==> src/rtl/pump_scheduler.sv <==
// rtl/pump_scheduler.sv - two-pump tank fill scheduler with hysteresis, lead/lag rotation, holdoff and sensor fault latch
module pump_scheduler #(
  parameter int MIN_OFF   = 4,
  parameter int FAULT_CLR = 3,
  parameter int ROTATE    = 1,
  parameter int CNT_W     = 8
) (
  input  logic       clock,
  input  logic       reset,
  input  logic [1:0] sensors,
  input  logic       enable,
  output logic [1:0] pumps,
  output logic       lead,
  output logic [1:0] current_state,
  output logic       fault
);

  typedef enum logic [1:0] {
    FULL      = 2'b00,
    FILL_ONE  = 2'b01,
    FILL_BOTH = 2'b10,
    FAULTED   = 2'b11
  } state_t;

  state_t           state;
  state_t           state_next;
  logic [CNT_W-1:0] fault_cnt;
  logic [CNT_W-1:0] fault_cnt_next;
  logic [CNT_W-1:0] holdoff [2];
  logic [1:0]       demand;
  logic [1:0]       pumps_next;
  logic             lead_next;

  assign current_state = state;

  always_comb begin
    state_next     = state;
    fault_cnt_next = '0;
    if (state == FAULTED) begin
      if (sensors != 2'b10) begin
        if (fault_cnt == CNT_W'(FAULT_CLR - 1)) begin
          case (sensors)
            2'b00:   state_next = FILL_BOTH;
            2'b01:   state_next = FILL_ONE;
            default: state_next = FULL;
          endcase
        end else begin
          fault_cnt_next = fault_cnt + 1'b1;
        end
      end
    end else begin
      case (sensors)
        2'b00:   state_next = FILL_BOTH;
        // Hysteresis: between I and S we only keep filling if already filling.
        2'b01:   state_next = (state == FULL) ? FULL : FILL_ONE;
        2'b10:   state_next = FAULTED;
        default: state_next = FULL;
      endcase
    end
  end

  always_comb begin
    demand = 2'b00;
    case (state_next)
      FILL_BOTH: demand = 2'b11;
      FILL_ONE:  demand = lead ? 2'b10 : 2'b01;
      default:   demand = 2'b00;
    endcase
    if (!enable) demand = 2'b00;
    for (int i = 0; i < 2; i++) begin
      pumps_next[i] = pumps[i] ? demand[i] : (demand[i] && (holdoff[i] == '0));
    end
    lead_next = lead;
    if ((ROTATE != 0) && (state_next == FULL) &&
        ((state == FILL_ONE) || (state == FILL_BOTH))) begin
      lead_next = ~lead;
    end
  end

  always_ff @(posedge clock) begin
    if (reset) begin
      state     <= FULL;
      fault_cnt <= '0;
      pumps     <= 2'b00;
      lead      <= 1'b0;
      fault     <= 1'b0;
      for (int i = 0; i < 2; i++) holdoff[i] <= '0;
    end else begin
      state     <= state_next;
      fault_cnt <= fault_cnt_next;
      pumps     <= pumps_next;
      lead      <= lead_next;
      fault     <= (state_next == FAULTED);
      // A falling pump output arms its holdoff; the gate above reads it next edge.
      for (int i = 0; i < 2; i++) begin
        if (pumps[i] && !pumps_next[i]) holdoff[i] <= CNT_W'(MIN_OFF - 1);
        else if (holdoff[i] != '0)      holdoff[i] <= holdoff[i] - 1'b1;
      end
    end
  end

endmodule

==> config.mk <==
export PLATFORM = sky130hd
export DESIGN_NAME = pump_scheduler
export DESIGN_NICKNAME = d
export VERILOG_FILES = /design/src/rtl/pump_scheduler.sv
export SDC_FILE = /design/constraint.sdc
export NUM_CORES = 1
export LEC_CHECK = 0
export CORE_MARGIN = 4
export CORE_UTILIZATION = 55
export DETAILED_ROUTE_END_ITERATION = 10
export GPL_TIMING_DRIVEN = 0
export PLACE_DENSITY = 0.75
export SLEW_MARGIN = 20
export SYNTH_ARGS = -nofsm -noshare
export SYNTH_HDL_FRONTEND = slang
export SYNTH_SLANG_ARGS = --single-unit
==> constraint.sdc <==
create_clock -name clock -period 3.41 [get_ports clock]
set_input_delay 0.682 -clock clock [delete_from_list [all_inputs] [get_ports clock]]
set_output_delay 0.682 -clock clock [all_outputs]
set_load 0.03 [all_outputs]
==> results of run 1 <==
-- through the flow --
| step | instance area (um2) | utilization |
|---|---|---|
| floorplan | 1640 | - |
| global placement | 1780 | 0.635 |
| detailed placement | 1780 | 0.635 |
| CTS | 1830 | 0.653 |
| global route | 1830 | 0.653 |
| finish | 1830 | 0.653 |
-- layout by cell type (no fill, tap or decap), types with 3 or more instances in the layout --
cell type,instances
o21ai_0,3
xnor2_1,8
nand2_1,9
a21oi_1,8
edfxtp_1,16
clkbuf_4,5
clkdlybuf4s50_1,10
nand3_1,6
nand2b_1,5
nor2b_1,3
inv_1,12
o22ai_1,3
xor2_1,9
dfxtp_1,14
ha_1,12
nor2_1,28
-- layout make-up --
| cell class | count | area, um2 |
|---|---|---|
| repair buffers | 10 | 100 |
| well taps | 31 | 38.8 |
| clock buffers | 6 | 41.3 |
| inverters | 12 | 45.0 |
| flip-flops and latches | 30 | 761 |
| fillers | 237 | 973 |
| multi-input cells | 122 | 828 |
| clock inverters | 2 | 8.76 |
| plain buffers | 2 | 8.76 |
-- worst max-delay path: cells and delay by family, from the launching register on --
family                   cells  cell delay, ns
AO/OA/AOI/OAI                2            0.72
adder cells (fa/ha/maj)      2            0.34
buffers and inverters        2            0.14
flip-flops                   1            0.33
AND/OR/NAND/NOR              4            1.30
-- cell families (layout without fill, tap and decap cells) --
group / after synthesis / in the layout / synth area share
xor+xnor: 17 / 17 / 0.0906
mux: 1 / 1 / 0.00609
buf+inv: 14 / 32 / 0.0327
fa+ha+maj: 12 / 12 / 0.0914
flops: 30 / 30 / 0.463
simple gates: 69 / 69 / 0.224
compound gates: 23 / 23 / 0.0922
-- state kept, by name, indices dropped and copies added, names as in the netlist --
signal         count
holdoff           16
fault_cnt          8
fault              1
pumps              2
lead               1
current_state      2
-- per-layer routing --
metal	up-vias	wire, um
met4	0	51
met5	-	0
met1	536	1200
met2	20	1330
li1	614	-
met3	7	95
-- path summary, 6_finish.rpt --
kind	from	to	slack, ns	cells after the start
worst min-delay path	fault_cnt[0]	fault_cnt[0]	0.47	1
worst min register to register	fault_cnt[0]	fault_cnt[0]	0.47	1
worst max-delay path	fault_cnt[0]	holdoff[1][6]	0.26	10
worst max register to register	fault_cnt[0]	holdoff[1][6]	0.26	10
-- cell usage after synthesis (2+ instances only) --
master    number
nor2_1        28
edfxtp_1      16
dfxtp_1       14
ha_1          12
inv_1         12
nand2_1        9
xor2_1         9
a21oi_1        8
xnor2_1        8
nand3_1        6
nand2b_1       5
nor2b_1        3
o21ai_0        3
o22ai_1        3
and3_1         2
nor3_1         2
o31ai_1        2
or3_1          2
or3b_2         2
or4_1          2
or4_4          2
-- power groups by stage --
| stage | sequential [W] | combinational, W | clock [W] |
|---|---|---|---|
| global placement | 0.000576 | 0.000401 | 0 |
| floorplan | 0.000568 | 0.000337 | 0 |
| CTS | 0.000571 | 0.000419 | 0.000202 |
| detailed placement | 0.000580 | 0.000414 | 0 |
| finish | 0.000570 | 0.000415 | 0.000193 |
| global route | 0.000585 | 0.000482 | 0.000219 |
==> results.md, run 1 <==
- CTS root buf: clkbuf_4
- Resize count post-CTS: 0
- Power share of the sequential group: 0.484
- Post-synth top area cell: edfxtp_1
- Largest cells by area after synthesis: edfxtp_1, dfxtp_1, ha_1
- Tcrit/Tclk final: 0.925
- Final Non-Filler Cells: 215
- CP required: around 3.4 ns
- Mapped Avg Cell Area: just under 10 um2
- Worst min path class: reg -> reg
- Via count: 1177
- I/O pin total: 11
- Setup ws final: 0.257 ns
- First-pass GRT wire length: 4.86 mm
- Mapped Cells: 166
- Share of layout cells above drive strength 1: 0.0870
- Final hold vios: 0
- Crit path largest cell delay: ~0.47 ns
- Placer Congestion: 0.824
- Busiest grt layer: met2
- 1st-pass router iterations: 4
- Tot GR Track Use: 0.155
- RSZ-0062 raised after global routing: no
- Clock latency at the later pin of the worst-skew pair: 0.32 ns
- Initial antenna violation count: 0
- Row cnt: 19
- Count of pins over their slew limit: 0
- Hold-fix buffers, CTS: 0
- Clock Tree Buf Depth: 2
- # diodes: 0
- Setup WS pre-CTS: 0.0680 ns
- Met3 usage: 0.0432
- Die height: 62.7 um
- Largest net degree at the start of global routing: 11
- Status: completed
- Vias/cell: 5.47
- Clock-pin slew on the worst setup and hold paths: about 0.09 ns
- Max H-tree Level: 2
- Dpl cells: 207
- Post-synthesis instance area: 0.00164 mm2
- Worst Tran Pin Value: about 0.43 ns
- Distinct cells, synth: 37
- Final min period: between 3 and 4 ns
- Comb power frac: 0.352
- Worst slew margin relative to its limit: 0.714
- CTS Sinks: 30
- Switching Share: 0.351
- Yosys top cell area share: 0.292
- Async SR Flop Fraction: 0
- CP Max Fanout: 8
- Internal: roughly 0.00077 W
- WL/cell: 12.4 um
- Initial Utilization: 0.586
- Setup TNS: 0 ns
- DRC Markers: 0
- Clock network power share: 0.164
- Psw: 0.000414 W
- Num CTS Buffers: 5
- Pwr/cell area: 644 mW/mm2
- Number of nets in the layout: 200
- Met1 Use GR: 0.179
- Vias in the first global route: 1160
- CP max-delay cell: or3b_2
- HPWL reported at the end of detailed placement: 2.00 mm
- Sequential area share after synthesis: 0.463
- Max IR drop VDD: ~0.33 mV
- IO buf count: 10
- Die ar.: 0.00393 mm2
- Yosys warning total: 0
- MaxCap Viol Count: 0
- Ys flop type: edfxtp_1
- Lkg Pwr: 0.717 nW
- Horiz. Die Dim: 62.7 um
- Grt met2 use: 0.264
- Crit-path cells: inv_1, ha_1, or3b_2, or3_1, a32o_2, inv_1, ha_1, nand2b_1, a221oi_1, nand2b_1
- F_max: 317 MHz
- Setup Fix Bufs, Post-CTS: 0
- Setup CP Type: reg -> reg
- Synth Net Count: 183
- Hold_ws: ~0.47 ns
- Finish-stage setup viols: 0
- Design Power: 0.00118 W
- Final ANT Viol Nets: 0
- Iteration-0 DRC Markers: 72
- Yosys reg bits: 30
- Crit path capture type: register
- Clock Skew: 0.00819 ns
- Post-synth EDFFs: 16
- TritonCTS clock tree: yes
- Critical path startpoint category: register
- Critical Path AT: 3.16 ns
- Area Overhead vs Synth: 11.5%
- Total gr overflow: 0
- Core Region: 0.00281 mm2
- Final WL: 2.67 mm
(Power assumes the default switching activity.)
==> inputs of run 2 (changes only) <==
--- a/config.mk
+++ b/config.mk
@@ -10,6 +10,7 @@
 export DETAILED_ROUTE_END_ITERATION = 10
 export GPL_TIMING_DRIVEN = 0
 export PLACE_DENSITY = 0.75
+export SKIP_CTS_REPAIR_TIMING = 1
 export SLEW_MARGIN = 20
 export SYNTH_ARGS = -nofsm -noshare
 export SYNTH_HDL_FRONTEND = slang
==> results of run 2 <==
Final layout, timing and power as in run 1 (identical DEF).
==> inputs of run 3 (changes only) <==
--- a/config.mk
+++ b/config.mk
@@ -8,7 +8,7 @@
 export CORE_MARGIN = 4
 export CORE_UTILIZATION = 55
 export DETAILED_ROUTE_END_ITERATION = 10
-export GPL_TIMING_DRIVEN = 0
+export GPL_ROUTABILITY_DRIVEN = 0
 export PLACE_DENSITY = 0.75
 export SKIP_CTS_REPAIR_TIMING = 1
 export SLEW_MARGIN = 20
==> run 3 against run 2 <==
Combinational power hardly changed. Clock-buffer cell count unchanged. Register-to-register slack better by 0.07 ns. Utilization fell by 0.31 points. Setup slack improved by 0.065 ns.
==> results.md, run 3 (same netlist as run 1, synthesis figures left out) <==
- Max FFs per register: 16 (unchanged)
- Worst Tran Pin Value: 0.382 ns (-0.0471 ns)
- HPWL reported at the end of detailed placement: 2.01 mm (+0.31%)
- RSZ-0062 raised after global routing: no
- CP Max Fanout: 8 (unchanged)
- Final min period: 3.09 ns (-0.0650 ns)
- Design Power: 0.00118 W (+0.47%)
- Clock Skew: 0.00905 ns (+0.000862 ns)
- Die height: 62.7 um (unchanged)
- Max H-tree Level: 2 (unchanged)
- Fin area: 0.00182 mm2 (-0.48%)
- Largest net degree at the start of global routing: 12 (+1)
- Final WL: 2.75 mm (+2.8%)
- Commonest non-fill, non-tap cells in the layout: nor2_1, edfxtp_1, dfxtp_1
- Final ANT Viol Nets: 0 (unchanged)
- CP max-delay cell: or3b_2
- Clock latency at the later pin of the worst-skew pair: 0.32 ns (about the same)
- DRC Markers: 0 (unchanged)
- Setup CP Type: reg -> reg
- Largest regs: holdoff (16), fault_cnt (8)
- First-pass GRT wire length: 4.88 mm (+0.29%)
- Clock-pin slew on the worst setup and hold paths: 0.09 ns (about the same)
- Crit path largest cell delay: 0.47 ns (about the same)
- Fill cells: 247 (+4.2%)
- Crit path buffers/inverters: 2 (unchanged)
- Num CTS Buffers: 5 (unchanged)
- Dpl cells: 205 (-0.97%)
- Finish-stage setup viols: 0 (unchanged)
- Number of nets in the layout: 198 (-1.0%)
- Reg with most FFs: holdoff
- Final Non-Filler Cells: 213 (-0.93%)
- Area Overhead vs Synth: 11.0%
- Most common cell after layout, fill and taps aside: nor2_1
- Core Region: 0.00281 mm2 (unchanged)
- Vias in the first global route: 1170 (+0.86%)
- Via count: 1145 (-2.7%)
- Clock Tree Buf Depth: 2 (unchanged)
- Status: completed
- Area after DPL: 0.00177 mm2 (-0.49%)
- Crit-path cells: inv_1, ha_1, or3b_2, or3_1, a32o_2, inv_1, ha_1, nand2b_1, a221oi_1, nand2b_1
- Row cnt: 19 (unchanged)
- F_max: 324 MHz (+2.1%)
- I/O pin total: 11 (unchanged)
- Initial antenna violation count: 0 (unchanged)
- 1st-pass router iterations: 4 (unchanged)
- Critical path startpoint category: register
- Tot GR Track Use: 0.155 (+0.000880)
- Vias/cell: 5.38 (-1.8%)
- CP required: 3.42 ns (about the same)
- Count of pins over their slew limit: 0 (unchanged)
- Setup TNS: 0 ns (unchanged)
- Max IR drop VDD: 0.320 mV (-2.6%)
- Iteration-0 DRC Markers: 44 (-39%)
- CTS Sinks: 30 (unchanged)
- Tcrit/Tclk final: 0.905 (-0.0191)
- WL/cell: 12.9 um (+3.8%)
- Die ar.: 0.00393 mm2 (unchanged)
- # diodes: 0 (unchanged)
- Lkg Pwr: 0.714 nW (-0.49%)
- Multi-input logic area: 828 um2 (unchanged)
- Worst slew margin relative to its limit: 0.744 (+0.0306)
- Initial Utilization: 0.586 (unchanged)
- Register area: 761 um2 (unchanged)
- Pwr/cell area: 650 mW/mm2 (+0.95%)
- Critical Path AT: 3.10 ns (-0.06 ns)
- Share of layout cells above drive strength 1: 0.0824 (-0.00454)
- IO buf count: 10 (unchanged)
- TritonCTS clock tree: yes
- MaxCap Viol Count: 0 (unchanged)
- Final hold vios: 0 (unchanged)
- CTS root buf: clkbuf_4
- Worst min path class: reg -> reg
- Crit path capture type: register
- CP delay by family, top: simple AND/OR/NAND/NOR gates
- Total gr overflow: 0 (unchanged)
- Horiz. Die Dim: 62.7 um (unchanged)
==> run 3: cell types whose count changed in the layout (fill, tap and decap cells not counted) <==
cell      previous run  this run
clkbuf_1             2         1
buf_2                1         0
==> run 3: layout make-up <==
type / instances / area share
well taps: 31 / 0.0213
clock buffers: 6 / 0.0226
repair buffers: 10 / 0.0549
multi-input cells: 122 / 0.454
inverters: 12 / 0.0247
clock inverters: 2 / 0.00480
flip-flops and latches: 30 / 0.417
==> run 3: power breakdown <==
part | total, W | switching (W) | leakage (nW) | internal, W
Combinational | 0.000418 | 0.000226 | 0.386 | 0.000191
Sequential | 0.000571 | 0.0000740 | 0.298 | 0.000497
Clock | 0.000197 | 0.000119 | 0.0297 | 0.0000773
Total | 0.00118 | 0.000420 | 0.714 | 0.000765
==> run 3: per-layer routing <==
metal,up-vias,global-route usage,part of all wire
met1,511,0.185,0.46
met5,-,0,0
met3,6,0.0594,0.042
li1,610,-,-
met4,0,0.0551,0.014
met2,18,0.256,0.48
==> run 3: final timing paths <==
path / startpoint / to / slack (ns) / depth (start not counted)
worst max-delay path: fault_cnt[0] / holdoff[1][3] / 0.32 / 10
worst min-delay path: fault_cnt[0] / fault_cnt[0] / 0.46 / 1
worst max register to register: fault_cnt[0] / holdoff[1][3] / 0.32 / 10
worst min register to register: fault_cnt[0] / fault_cnt[0] / 0.46 / 1
==> run 3: stage by stage <==
step | utilization | hold WS (ns) | worst slack, ns
floorplan | - | 0.426 | 0.543
global placement | 0.632 | 0.438 | 0.178
detailed placement | 0.632 | 0.453 | 0.0903
CTS | 0.650 | 0.469 | 0.297
global route | 0.650 | 0.518 | 0.0732
finish | 0.650 | 0.460 | 0.322
